## config.mk

```make
export PLATFORM = sky130hd
export DESIGN_NAME = dev_reg_arbiter
export DESIGN_NICKNAME = d
export VERILOG_FILES = /design/src/rtl/dev_reg_arbiter.sv
export SDC_FILE = /design/constraint.sdc
export NUM_CORES = 1
export LEC_CHECK = 0
export CORE_AREA = 2 2 94 96
export CTS_BUF_LIST = sky130_fd_sc_hd__clkbuf_8
export DETAILED_ROUTE_END_ITERATION = 16
export DIE_AREA = 0 0 96 98
export GPL_ROUTABILITY_DRIVEN = 1
export PLACE_DENSITY = 0.8
export SYNTH_ARGS = -nofsm -noshare
export SYNTH_HDL_FRONTEND = slang
export SYNTH_SLANG_ARGS = --single-unit
```

## constraint.sdc

```tcl
create_clock -name clk -period 2.85 [get_ports clk]
set_input_delay 0.4275 -clock clk [delete_from_list [all_inputs] [get_ports clk]]
set_output_delay 0.4275 -clock clk [all_outputs]
set_load 0.02 [all_outputs]
```

## src/rtl/dev_reg_arbiter.sv

```systemverilog
// dev_reg_arbiter: XM23 device register window with round-robin CPU/device write-port arbitration
module dev_reg_arbiter #(
  parameter logic [15:0] DEV_BASE = 16'h0000,
  parameter logic [15:0] DEV_TOP  = 16'h000F
) (
  input  logic        clk,
  input  logic        rst_n,
  input  logic        cpu_req,
  input  logic        cpu_we,
  input  logic        cpu_wb,
  input  logic [15:0] cpu_addr,
  input  logic [15:0] cpu_wdata,
  output logic        cpu_hit,
  output logic [15:0] cpu_rdata,
  output logic        cpu_ack,
  output logic        cpu_err,
  input  logic        kb_valid,
  input  logic [7:0]  kb_byte,
  output logic        kb_ready,
  output logic        scr_valid,
  output logic [7:0]  scr_byte,
  input  logic        scr_ready,
  input  logic        tmr_tick,
  output logic        irq_kb,
  output logic        irq_scr,
  output logic        irq_tmr
);
  typedef enum logic [1:0] {IDLE, SERVE, ACK} state_t;
  localparam logic [1:0] R_CPU = 2'd0, R_KB = 2'd1, R_SCR = 2'd2, R_TMR = 2'd3;
  state_t state_q, state_d;
  logic [1:0] win_q, win_d, rr_q, rr_d;
  logic cpu_ack_q, cpu_ack_d, cpu_err_q, cpu_err_d;
  logic [15:0] cpu_rdata_q, cpu_rdata_d;
  logic [7:0] kb_csr_q, kb_csr_d, kb_data_q, kb_data_d, kb_hold_q, kb_hold_d;
  logic [7:0] scr_csr_q, scr_csr_d, scr_data_q, scr_data_d;
  logic [7:0] tmr_csr_q, tmr_csr_d, tmr_data_q, tmr_data_d;
  logic kb_pend_q, kb_pend_d, scr_valid_q, scr_valid_d, scr_done_q, scr_done_d;
  logic tmr_pend_q, tmr_pend_d, tmr_lost_q, tmr_lost_d;
  logic irq_kb_q, irq_kb_d, irq_scr_q, irq_scr_d, irq_tmr_q, irq_tmr_d;
  logic [15:0] off, rd_val;
  logic [15:0][7:0] regs;
  logic [5:0] touch;
  logic [3:0] idx, req, rot;
  logic [1:0] pick;
  logic [7:0] wlo, whi;
  logic odd_word, cpu_rq, serve, s_cpu, wr, rd, kb_take, scr_hs, tick;

  // CPU writes IE/ENA directly, may only clear OF, never touches DBA
  function automatic logic [7:0] csr_wr(input logic [7:0] old, input logic [7:0] w);
    return (w & 8'h11) | (old & 8'h04) | (old & w & 8'h08);
  endfunction

  assign off      = cpu_addr - DEV_BASE;
  assign cpu_hit  = off <= DEV_TOP - DEV_BASE;
  assign idx      = off[3:0];
  assign odd_word = !cpu_wb && idx[0];
  assign cpu_rq   = cpu_req && cpu_hit && !cpu_ack_q;
  assign req      = {tmr_pend_q, scr_done_q, kb_pend_q, cpu_rq};
  assign rot      = 4'({req, req} >> rr_q);
  assign pick     = rr_q + (rot[0] ? 2'd0 : rot[1] ? 2'd1 : rot[2] ? 2'd2 : 2'd3);
  assign regs     = {80'h0, tmr_data_q, tmr_csr_q, scr_data_q, scr_csr_q, kb_data_q, kb_csr_q};
  assign touch    = 6'((16'd1 << idx) | ({15'd0, !cpu_wb} << 4'(idx + 4'd1)));
  assign rd_val   = {cpu_wb ? 8'h00 : regs[4'(idx + 4'd1)], regs[idx]};
  assign wlo      = cpu_wdata[7:0];
  assign whi      = cpu_wb ? cpu_wdata[7:0] : cpu_wdata[15:8];
  assign serve    = state_q == SERVE;
  assign s_cpu    = serve && win_q == R_CPU && !odd_word;
  assign wr       = s_cpu && cpu_we;
  assign rd       = s_cpu && !cpu_we;
  assign kb_take  = kb_valid && !kb_pend_q;
  assign scr_hs   = scr_valid_q && scr_ready;
  assign tick     = tmr_tick && tmr_csr_q[4];

  assign cpu_ack   = cpu_ack_q;
  assign cpu_err   = cpu_err_q;
  assign cpu_rdata = cpu_rdata_q;
  assign kb_ready  = !kb_pend_q;
  assign scr_valid = scr_valid_q;
  assign scr_byte  = scr_data_q;
  assign irq_kb    = irq_kb_q;
  assign irq_scr   = irq_scr_q;
  assign irq_tmr   = irq_tmr_q;

  // state and register file flops
  always_ff @(posedge clk or negedge rst_n) begin
    if (!rst_n) begin
      state_q     <= IDLE;
      win_q       <= R_CPU;
      rr_q        <= R_CPU;
      cpu_ack_q   <= 1'b0;
      cpu_err_q   <= 1'b0;
      cpu_rdata_q <= 16'h0;
      kb_csr_q    <= 8'h00;
      kb_data_q   <= 8'h00;
      kb_hold_q   <= 8'h00;
      scr_csr_q   <= 8'h04;
      scr_data_q  <= 8'h00;
      tmr_csr_q   <= 8'h00;
      tmr_data_q  <= 8'h00;
      kb_pend_q   <= 1'b0;
      scr_valid_q <= 1'b0;
      scr_done_q  <= 1'b0;
      tmr_pend_q  <= 1'b0;
      tmr_lost_q  <= 1'b0;
      irq_kb_q    <= 1'b0;
      irq_scr_q   <= 1'b0;
      irq_tmr_q   <= 1'b0;
    end else begin
      state_q     <= state_d;
      win_q       <= win_d;
      rr_q        <= rr_d;
      cpu_ack_q   <= cpu_ack_d;
      cpu_err_q   <= cpu_err_d;
      cpu_rdata_q <= cpu_rdata_d;
      kb_csr_q    <= kb_csr_d;
      kb_data_q   <= kb_data_d;
      kb_hold_q   <= kb_hold_d;
      scr_csr_q   <= scr_csr_d;
      scr_data_q  <= scr_data_d;
      tmr_csr_q   <= tmr_csr_d;
      tmr_data_q  <= tmr_data_d;
      kb_pend_q   <= kb_pend_d;
      scr_valid_q <= scr_valid_d;
      scr_done_q  <= scr_done_d;
      tmr_pend_q  <= tmr_pend_d;
      tmr_lost_q  <= tmr_lost_d;
      irq_kb_q    <= irq_kb_d;
      irq_scr_q   <= irq_scr_d;
      irq_tmr_q   <= irq_tmr_d;
    end
  end

  // next state: latch the round-robin winner on leaving IDLE, pointer moves past it
  always_comb begin
    state_d = state_q == IDLE ? (|rot ? SERVE : IDLE) : state_q == SERVE ? ACK : IDLE;
    win_d   = (state_q == IDLE && |rot) ? pick : win_q;
    rr_d    = (state_q == IDLE && |rot) ? pick + 2'd1 : rr_q;
  end

  // outputs: CPU completion pulse follows the ACK state by one edge
  always_comb begin
    cpu_ack_d = state_q == ACK && win_q == R_CPU;
    cpu_err_d = cpu_ack_d && odd_word;
  end

  // register side effects: device events only raise pending flags, CSRs change in SERVE
  always_comb begin
    kb_csr_d    = kb_csr_q;
    kb_data_d   = kb_data_q;
    kb_hold_d   = kb_take ? kb_byte : kb_hold_q;
    kb_pend_d   = kb_pend_q || kb_take;
    scr_csr_d   = scr_csr_q;
    scr_data_d  = scr_data_q;
    scr_valid_d = scr_valid_q && !scr_hs;
    scr_done_d  = scr_done_q || scr_hs;
    tmr_csr_d   = tmr_csr_q;
    tmr_data_d  = tmr_data_q;
    tmr_pend_d  = tmr_pend_q || tick;
    tmr_lost_d  = tmr_lost_q || (tick && tmr_pend_q);
    if (wr && touch[0]) kb_csr_d = csr_wr(kb_csr_q, wlo);
    if (wr && touch[1]) kb_data_d = whi;
    if (wr && touch[2]) scr_csr_d = csr_wr(scr_csr_q, wlo);
    if (wr && touch[3]) begin
      scr_data_d  = whi;
      scr_valid_d = 1'b1;
      scr_csr_d   = (scr_csr_d & 8'h19) | (scr_csr_q[2] ? 8'h00 : 8'h08);
    end
    if (wr && touch[4]) tmr_csr_d = csr_wr(tmr_csr_q, wlo);
    if (wr && touch[5]) tmr_data_d = whi;
    if (rd && touch[1]) kb_csr_d[2] = 1'b0;
    if (rd && touch[5]) tmr_csr_d[2] = 1'b0;
    if (serve && win_q == R_KB) begin
      kb_data_d = kb_hold_q;
      kb_csr_d  = kb_csr_q | 8'h04 | (kb_csr_q[2] ? 8'h08 : 8'h00);
      kb_pend_d = 1'b0;
    end
    if (serve && win_q == R_SCR) begin
      scr_csr_d  = scr_csr_q | 8'h04;
      scr_done_d = scr_hs;
    end
    if (serve && win_q == R_TMR) begin
      tmr_data_d = tmr_data_q + 8'd1;
      tmr_csr_d  = tmr_csr_q | 8'h04 | ((tmr_csr_q[2] || tmr_lost_q) ? 8'h08 : 8'h00);
      tmr_pend_d = tick;
      tmr_lost_d = 1'b0;
    end
    cpu_rdata_d = (serve && win_q == R_CPU) ? (rd ? rd_val : 16'h0) : cpu_rdata_q;
    irq_kb_d    = kb_csr_q[0] && kb_csr_q[2];
    irq_scr_d   = scr_csr_q[0] && scr_csr_q[2];
    irq_tmr_d   = tmr_csr_q[0] && tmr_csr_q[2];
  end
endmodule

```

==> results.json, run 1 <==
{
  "postRouteAntennaNets": 0,
  "firstDrtPassIters": 5,
  "ys.flop_type": "dfrtp_1",
  "tns_ns": 0,
  "pwr-share-seq": 0.425,
  "fp.dieW_um": 96,
  "place_inst": 582,
  "worstPathRequired_ns": 3.08,
  "antenna_found_initial": 0,
  "wirelength_mm": 10.65,
  "grt.busiest_layer": "met2",
  "synth_top_area_frac": 0.4582,
  "initial_core_util": 0.4839,
  "path_clk_slew_ns": 0.09,
  "synth_edf_count": 0,
  "cts_sinks": 76,
  "synth_area_leaders": "dfrtp_1, mux2_2, mux2i_1",
  "dieArea_mm2": 0.009408,
  "grt_pass1_vias": 3503,
  "relSlewSlack": 0.5290,
  "synth_nets": 447,
  "vdd_drop_max_mv": 0.5515,
  "clockPowerShare": 0.165,
  "hpwl_mm": 7.923,
  "avgSynthCellArea_um2": 10.45,
  "post_cts_resize_count": 0,
  "setup_violations": 0,
  "cts_buffers": 9,
  "rows": 34,
  "grt_overflow": 0,
  "p_int_uw": 2677,
  "drive_above_1_share": 0.1714,
  "routedWlPerCell_um": 17.81,
  "cts_tree": "yes",
  "ys_types": 54,
  "grt_max_degree": 52,
  "finalMaxSlewViolations": 0,
  "synth_area_mm2": 0.004096,
  "antennaDiodeCount": 0,
  "instances_no_fill": 598,
  "yosysSeqAreaShare": 0.4646,
  "critPathMaxFanout": 5,
  "p_leak_uw": 0.002362,
  "finalCritPeriodShare": 0.9494,
  "p_switching_uw": 1728,
  "place.gp.congestion": 0.9434,
  "comb_power_share": 0.410,
  "drcViolationCount": 0,
  "ys_seq_elements": 76,
  "grtUsageMet1": 0.3338,
  "max_cap_violations": 0,
  "min_path_type": "input pin to async pin",
  "yosysWarnings": 0,
  "io_buffers": 79,
  "core_region_area_mm2": 0.008466,
  "syn2layout_area_growth_pct": 29.87,
  "fmax_mhz": 369.6,
  "grt_pass1_wl_mm": 17.51,
  "fin_skew_ns": 0.01264,
  "yosysTopAreaCell": "dfrtp_1",
  "critPathCaptureType": "register",
  "swShare": 0.3922,
  "worstSetupPathType": "input pin to register",
  "insertion_delay_ns": 0.36,
  "fp.dieH_um": 98,
  "whs_ns": 0.05614,
  "critPathLaunchType": "input pin",
  "grt.met2_usage": 0.3686,
  "cts_setup_buffers": 0,
  "cts_root_buf": "clkbuf_8",
  "worstRegToRegCells": 9,
  "finalNetCount": 540,
  "syn_inst": 392,
  "ctsHtreeMaxLevel": 3,
  "met3_usage": 0.04784,
  "ctsHoldBuffers": 0,
  "status": "complete, no violations",
  "hold_violations": 0,
  "clockBufferDepth": 2,
  "async_flop_share": 1.000,
  "min_period_ns": 2.706,
  "drt_iter0_markers": 227,
  "grt_usage": 0.2384,
  "vias": 3517,
  "arrival_ns": 2.94,
  "tightest_slew_ns": 0.7058,
  "power_per_cell_area_mw_per_mm2": 828.0,
  "vias_per_cell": 5.881,
  "ios": 80
}
==> registers in the layout, indices dropped and copies added (netlist names), 2 cells and up <==
name / flops
cpu_rdata: 16
kb_csr_q: 4
kb_data_q: 8
kb_hold_q: 8
rr_q: 2
scr_byte: 8
scr_csr_q: 4
state_q: 2
tmr_csr_q: 4
tmr_data_q: 8
win_q: 2
==> metal layers <==
| layer | share of wire | vias up | wire [um] |
|---|---|---|---|
| met1 | 0.42 | 1682 | 4456 |
| met3 | 0.074 | 23 | 792 |
| met5 | 0 | - | 0 |
| li1 | - | 1642 | - |
| met2 | 0.49 | 170 | 5180 |
| met4 | 0.021 | 0 | 220 |
==> layout make-up <==
class,instances,area (um^2)
Clock buffer,9,123.9
Clock inverter,7,45.04
Fill cell,672,3146
Inverter,12,45.04
Multi-Input combinational cell,283,2090
Sequential cell,76,1903
Tap cell,108,135.1
Timing Repair Buffer,103,978.4
==> placed cells by master (no fill, tap or decap), types with 4 or more instances in the layout <==
| cell | count |
|---|---|
| a21o_1 | 6 |
| a21oi_1 | 19 |
| a22o_1 | 22 |
| and2_1 | 6 |
| and3_1 | 8 |
| buf_4 | 23 |
| clkbuf_8 | 9 |
| clkdlybuf4s50_1 | 78 |
| dfrtp_1 | 75 |
| ha_1 | 6 |
| inv_1 | 13 |
| mux2_2 | 19 |
| mux2i_1 | 21 |
| mux4_2 | 8 |
| nand2_1 | 34 |
| nand3_1 | 5 |
| nand4_1 | 4 |
| nor2_1 | 35 |
| o21ai_0 | 29 |
| o22ai_1 | 4 |
| o32ai_1 | 4 |
==> stage by stage <==
stage	utilization	setup WS [ns]	cell area [um^2]	total power [uW]
6_report	0.6284	0.1442	5320	4405
5_1_grt	0.6284	-0.05914	5320	4702
4_1_cts	0.6218	0.06600	5264	4339
3_5_place_dp	0.6018	-0.2867	5095	3606
3_3_place_gp	0.6018	-0.1502	5095	3511
2_1_floorplan	-	0.1506	4096	2941
==> cells in the mapped netlist (5+ instances only) <==
master and number:
nor2_1 35, a21oi_1 19, ha_1 7, and2_1 6, a21o_1 6, buf_2 8, mux4_2 8, o21ai_0 29
dfrtp_1 75, and3_1 8, clkbuf_1 9, nand3_1 5, mux2_2 19, mux2i_1 21, a22o_1 22, inv_1 12
nand2_1 34
==> final timing paths <==
path	end	slack (ns)	start
worst max-delay path	win_q[1]	0.14	cpu_addr[4]
worst min-delay path	irq_tmr	0.06	rst_n
worst max register to register	rr_q[1]	0.45	rr_q[0]
worst min register to register	tmr_lost_q	0.50	tmr_lost_q
max in group asynchronous	scr_csr_q[2]	2.09	rst_n
min in group clk	tmr_lost_q	0.50	tmr_lost_q
==> critical path: stages <==
cell             delay [ns]
clkdlybuf4s50_1        0.41
nor4_2                 0.27
buf_4                  0.16
and4_4                 0.24
o31ai_1                0.06
o21ai_0                0.14
o311ai_0               0.16
ha_2                   0.26
a211oi_2               0.23
nand2_1                0.08
a21boi_0               0.28
a211oi_1               0.10
o311ai_0               0.11
==> kinds of logic (layout without fill, tap and decap cells) <==
logic type / Yosys count / in the layout / synth area share
and+or+nand+nor: 121 / 121 / 0.1503
DFF: 76 / 76 / 0.4646
xor gates and xnor gates: 1 / 1 / 0.002138
adders and majority gates: 7 / 7 / 0.02138
muxes: 48 / 48 / 0.1475
AOI/OAI and AO/OA: 106 / 106 / 0.1750
buffers and inverters: 33 / 131 / 0.03910
==> power by group through the flow <==
stage | Combinational [uW] | Clock (uW) | Sequential (uW)
2_1_floorplan | 1140 | 0 | 1800
3_3_place_gp | 1670 | 0 | 1840
3_5_place_dp | 1730 | 0 | 1870
4_1_cts | 1750 | 742 | 1850
5_1_grt | 1990 | 787 | 1920
6_report | 1810 | 728 | 1870
Note: power is estimated with default switching activity, not from simulation.
==> run 2, diff against run 1 <==
==> config.mk (replaced) <==
export PLATFORM = sky130hd
export DESIGN_NAME = dev_reg_arbiter
export DESIGN_NICKNAME = d
export VERILOG_FILES = /design/src/rtl/dev_reg_arbiter.sv
export SDC_FILE = /design/constraint.sdc
export NUM_CORES = 1
export LEC_CHECK = 0
export CELL_PAD_IN_SITES_DETAIL_PLACEMENT = 1
export CELL_PAD_IN_SITES_GLOBAL_PLACEMENT = 1
export CORE_AREA = 5 5 110 112
export CTS_BUF_LIST = sky130_fd_sc_hd__clkbuf_8
export DETAILED_ROUTE_END_ITERATION = 16
export DIE_AREA = 0 0 115 117
export GPL_ROUTABILITY_DRIVEN = 1
export PLACE_DENSITY = 0.82
export SYNTH_ARGS = -nofsm -noshare
export SYNTH_HDL_FRONTEND = slang
export SYNTH_SLANG_ARGS = --single-unit
==> constraint.sdc (replaced) <==
create_clock -name clk -period 2.4 [get_ports clk]
set_input_delay 0.36 -clock clk [delete_from_list [all_inputs] [get_ports clk]]
set_output_delay 0.36 -clock clk [all_outputs]
set_load 0.02 [all_outputs]
==> results.json, run 2 (same netlist as run 1, synthesis figures left out) <==
{
  "pre_cts_ws_ns": -0.8461,
  "r2r_start": "cpu_ack",
  "fin_skew_ns": 0.01107,
  "power_per_cell_area_mw_per_mm2": 1069,
  "cts_tree": "yes",
  "insertion_delay_ns": 0.36,
  "firstDrtPassIters": 4,
  "core_region_area_mm2": 0.01113,
  "vias_per_cell": 5.668,
  "hold_violations": 0,
  "path_delay_family": "simple AND/OR/NAND/NOR gates",
  "cp_cell_sequence": "clkdlybuf4s15_1 -> nor4_4 -> buf_4 -> and4_4 -> o31ai_1 -> o21ai_1 -> o311ai_2 -> ha_4 -> xnor2_4 -> or3_4 -> o32ai_4 -> nand3b_1",
  "min_period_ns": 2.278,
  "finalMaxSlewViolations": 0,
  "swShare": 0.3888,
  "fmax_mhz": 438.9,
  "clockBufferDepth": 2,
  "worstSetupPathType": "input pin to register",
  "crit_buf_inv": 2,
  "arrival_ns": 2.58,
  "pwr-share-seq": 0.375,
  "critPathLaunchType": "input pin",
  "initial_core_util": 0.3682,
  "fp.dieW_um": 115,
  "layout_commonest_cell": "dfrtp_1",
  "p_leak_uw": 0.002512,
  "status": "complete, no violations",
  "antennaDiodeCount": 0,
  "fp.dieH_um": 117,
  "path_clk_slew_ns": 0.09,
  "ctsHtreeMaxLevel": 3,
  "worstPathRequired_ns": 2.70,
  "worstRegToRegCells": 10,
  "min_path_type": "input pin to async pin",
  "setup_violations": 0,
  "cts_root_buf": "clkbuf_8",
  "slowest_stage": "or3_4",
  "wirelength_mm": 13.88,
  "ctsHoldBuffers": 0,
  "vias": 3701,
  "p_int_uw": 3666,
  "max_cap_violations": 0,
  "grt_max_degree": 77,
  "max_stage_delay_ns": 0.35,
  "dieArea_mm2": 0.01346,
  "setup_slack_ns": 0.1216,
  "critPathMaxFanout": 3,
  "drcViolationCount": 0,
  "r2r_end": "rr_q[1]",
  "vdd_drop_max_mv": 0.6562,
  "relSlewSlack": 0.6149,
  "ios": 80,
  "comb_power_share": 0.443,
  "rsz0062_at_grt": "false",
  "tightest_slew_ns": 0.5616,
  "multi_input_area_mm2": 0.002180,
  "register_area_mm2": 0.001904,
  "p_switching_uw": 2332,
  "finalNetCount": 560,
  "largest_reg_flops": 16,
  "grt_pass1_vias": 3941,
  "final_cell_mix": "dfrtp_1, clkdlybuf4s50_1, buf_4",
  "finalCritPeriodShare": 0.9493,
  "io_buffers": 79,
  "grt_pass1_wl_mm": 21.46,
  "tns_ns": 0,
  "antenna_found_initial": 0,
  "cts_sinks": 76,
  "fillers": 1244,
  "grt_overflow": 0,
  "hpwl_mm": 10.20,
  "cts_buffers": 9,
  "critPathCaptureType": "register",
  "drive_above_1_share": 0.2373,
  "postRouteAntennaNets": 0,
  "r2r_slack_ns": 0.12,
  "rows": 39,
  "syn2layout_area_growth_pct": 37.02,
  "routedWlPerCell_um": 21.25,
  "clockPowerShare": 0.182,
  "grt_usage": 0.2074,
  "place.gp.congestion": 0.8624,
  "drt_iter0_markers": 249
}
-- run 2: cell types whose count changed in the layout (fill, tap and decap cells not counted), sizes merged --
cell / delta
dlygate4sd2: +1
buf: +29
clkdlybuf4s15: +3
clkinvlp: -1
clkinv: -1
clkdlybuf4s50: -13
bufinv: +2
-- run 2: worst max-delay path by stage --
stage | startpoint | end | slack (ns) | cells after the start
finish | cpu_addr[4] | rr_q[1] | 0.12 | 12
global route | cpu_ack | rr_q[1] | 0.01 | 10
floorplan | cpu_addr[14] | rr_q[1] | 0.001 | 10
CTS | cpu_ack | rr_q[1] | -0.03 | 10
detailed placement | cpu_addr[8] | win_q[1] | -0.85 | 13
global placement | cpu_addr[7] | rr_q[1] | -0.53 | 12
-- run 2: what timing repair did --
action,4_1_cts,5_1_grt
pin swaps,10,7
buffers inserted,2,1
gates resized for setup,55,12
setup endpoints to repair,5,7
-- run 2: layout make-up --
| class | count | area share |
|---|---|---|
| Tap cell | 143 | 0.03188 |
| Multi-Input combinational cell | 283 | 0.3883 |
| Inverter | 12 | 0.008025 |
| Timing Repair Buffer | 123 | 0.1939 |
| Clock buffer | 9 | 0.02207 |
| Clock inverter | 7 | 0.01650 |
| Sequential cell | 76 | 0.3393 |
-- run 2: layer usage --
layer,global-route usage,up-vias,share of wire
met2,0.3812,121,0.53
li1,-,1676,-
met4,0.07668,0,0.032
met5,0,-,0
met1,0.2444,1873,0.39
met3,0.03239,31,0.044
-- run 2: metrics by stage --
step	utilization	total power, uW	cell area, um^2	instances	hold slack [ns]
floorplan	-	3494	4103	392	0.06441
detailed placement	0.4736	4491	5269	634	0.4288
global route	0.5045	6356	5613	653	0.06146
global placement	0.4736	4287	5269	634	0.4244
finish	0.5045	5998	5613	653	0.01547
CTS	0.4971	5823	5530	652	0.03892
-- run 2: worst reg2reg max path: stages, from the launching register on --
cell	delay, ns
dfrtp_1	0.42
nor2b_4	0.14
nand4_1	0.13
o311ai_1	0.25
o21ai_1	0.14
o311ai_2	0.12
ha_4	0.28
xnor2_4	0.15
or3_4	0.35
o32ai_4	0.10
nand3b_1	0.14
-- run 2: power groups by stage --
| stage | clock [uW] | sequential, uW | combinational [uW] |
|---|---|---|---|
| final | 1090 | 2250 | 2660 |
| after global routing | 1160 | 2310 | 2890 |
| after floorplan | 0 | 2140 | 1350 |
| after CTS | 1110 | 2220 | 2490 |
| after global placement | 0 | 2190 | 2100 |
| after detailed placement | 0 | 2240 | 2250 |
==> run 3, diff against run 2 <==
--- a/config.mk
+++ b/config.mk
@@ -5,10 +5,12 @@
 export SDC_FILE = /design/constraint.sdc
 export NUM_CORES = 1
 export LEC_CHECK = 0
+export CAP_MARGIN = 25
 export CELL_PAD_IN_SITES_DETAIL_PLACEMENT = 1
 export CELL_PAD_IN_SITES_GLOBAL_PLACEMENT = 1
 export CORE_AREA = 5 5 110 112
 export CTS_BUF_LIST = sky130_fd_sc_hd__clkbuf_8
+export CTS_CLUSTER_SIZE = 28
 export DETAILED_ROUTE_END_ITERATION = 16
 export DIE_AREA = 0 0 115 117
 export GPL_ROUTABILITY_DRIVEN = 1
==> constraint.sdc (replaced) <==
create_clock -name clk -period 2.4 [get_ports clk]
set_input_delay 0.36 -clock clk [delete_from_list [all_inputs] [get_ports clk]]
set_output_delay 0.36 -clock clk [all_outputs]
set_load 0.05 [all_outputs]
==> results.json, run 3 (same netlist as run 1, synthesis figures left out) <==
{
  "grt_max_degree": 34,
  "met3_usage": 0.03702,
  "grt_pass1_wl_mm": 20.97,
  "drcViolationCount": 0,
  "fin_skew_ns": 0.008932,
  "cts_tree": "yes",
  "worstSetupPathType": "input pin to register",
  "finalCoreUtilization": 0.5031,
  "worstRegToRegCells": 11,
  "hpwl_mm": 10.11,
  "place.gp.congestion": 0.8527,
  "clockBufferDepth": 2,
  "grt_pass1_vias": 3903,
  "tightest_slew_ns": 0.5388,
  "finalNetCount": 563,
  "largest_reg_flops": 16,
  "ctsHtreeMaxLevel": 3,
  "syn2layout_area_growth_pct": 36.65,
  "cts_root_buf": "clkbuf_8",
  "place_inst": 634,
  "critPathCaptureType": "register",
  "path_clk_slew_ns": 0.08,
  "drt_iter0_markers": 182,
  "postRouteAntennaNets": 0,
  "min_path_type": "input pin to async pin",
  "postLayoutCellArea_mm2": 0.005598,
  "max_cap_violations": 0,
  "critPathLaunchType": "input pin",
  "relSlewSlack": 0.6397,
  "fp.dieW_um": 115,
  "drive_above_1_share": 0.2339,
  "p_leak_uw": 0.002523,
  "finalCritPeriodShare": 0.9729,
  "final_cell_mix": "dfrtp_1, clkdlybuf4s50_1, buf_4",
  "routedWlPerCell_um": 20.02,
  "grtUsageMet1": 0.2444,
  "grt.busiest_layer": "met2",
  "finalMaxSlewViolations": 0,
  "critPathMaxFanout": 5,
  "r2r_end": "win_q[1]",
  "min_period_ns": 2.335,
  "hold_violations": 0,
  "instances_no_fill": 656,
  "vias": 3619,
  "antennaDiodeCount": 0,
  "cts_sinks": 76,
  "cts_buffers": 9,
  "place_area_mm2": 0.005284,
  "fmax_mhz": 428.3,
  "power_per_cell_area_mw_per_mm2": 1067,
  "grt.met2_usage": 0.3603,
  "wirelength_mm": 13.13,
  "status": "complete, no violations",
  "io_buffers": 79,
  "firstDrtPassIters": 4,
  "r2r_slack_ns": 0.15,
  "vdd_drop_max_mv": 0.4166,
  "antenna_found_initial": 0,
  "grt_usage": 0.2008,
  "arrival_ns": 2.57,
  "dieArea_mm2": 0.01346,
  "layout_commonest_cell": "dfrtp_1",
  "worstPathRequired_ns": 2.63,
  "insertion_delay_ns": 0.36,
  "core_region_area_mm2": 0.01113,
  "ios": 80,
  "rows": 39,
  "r2r_start": "cpu_ack",
  "initial_core_util": 0.3682,
  "vias_per_cell": 5.517,
  "setup_violations": 0,
  "grt_overflow": 0,
  "fp.dieH_um": 117
}
-- run 3: worst max-delay path by stage --
stage	from	end	slack, ns	depth (start not counted)
final	cpu_addr[6]	win_q[1]	0.07	13
after CTS	cpu_ack	rr_q[1]	-0.01	10
after floorplan	cpu_addr[0]	tmr_data_q[1]	-0.003	11
after global placement	cpu_addr[7]	rr_q[1]	-0.53	11
after global routing	cpu_addr[6]	win_q[1]	-0.03	13
after detailed placement	cpu_addr[8]	rr_q[1]	-0.68	11
-- run 3: per-stage QoR --
| stage | setup slack [ns] | total power [uW] | setup TNS (ns) | hold slack [ns] |
|---|---|---|---|---|
| final | 0.06504 | 5973 | 0 | 0.3991 |
| after global routing | -0.02910 | 6322 | -0.03818 | 0.4321 |
| after CTS | -0.01436 | 5767 | -0.01436 | 0.3978 |
| after detailed placement | -0.6770 | 4706 | -7.785 | 0.2429 |
| after global placement | -0.5261 | 4549 | -6.276 | 0.2415 |
| after floorplan | -0.002675 | 3768 | -0.002675 | 0.06441 |
-- run 3: per-layer routing --
layer  routed length (um)  share of wire
met3                  491          0.037
met1                 5494           0.42
met5                    0              0
met4                  223          0.017
met2                 6923           0.53
-- run 3: what timing repair did --
| action | 4_1_cts | 5_1_grt |
|---|---|---|
| cloned | 0 | 0 |
| setup endpoints to repair | 8 | 8 |
| pin swaps | 11 | 11 |
| endpoints found under the hold margin | 8 | 0 |
| setup buffers | 4 | 1 |
| hold buffers | 1 | 0 |
| resized for setup | 32 | 19 |
-- run 3: cell type report --
cell class	instances	area [um^2]
repair buffers	126	1126
fillers	1232	5528
clock buffers	11	151.4
flip-flops and latches	76	1904
multi-input cells	283	2157
well taps	143	178.9
clock inverters	5	35.03
inverters	12	45.04
-- run 3: where the power goes --
part | total, uW | leakage [uW] | switching, uW | internal, uW
logic | 2800 | 0.00146 | 1470 | 1330
registers | 2240 | 0.000967 | 533 | 1700
clock network | 936 | 0.0000957 | 502 | 434
-- run 3: worst max-delay path: stages --
cell             delay, ns
clkdlybuf4s15_1       0.20
nor4_4                0.28
buf_4                 0.16
and4_4                0.27
o31ai_4               0.06
o21ai_1               0.16
o311ai_2              0.14
ha_4                  0.22
buf_4                 0.13
nand2_1               0.07
o21ai_0               0.11
a211oi_1              0.28
o311ai_1              0.13
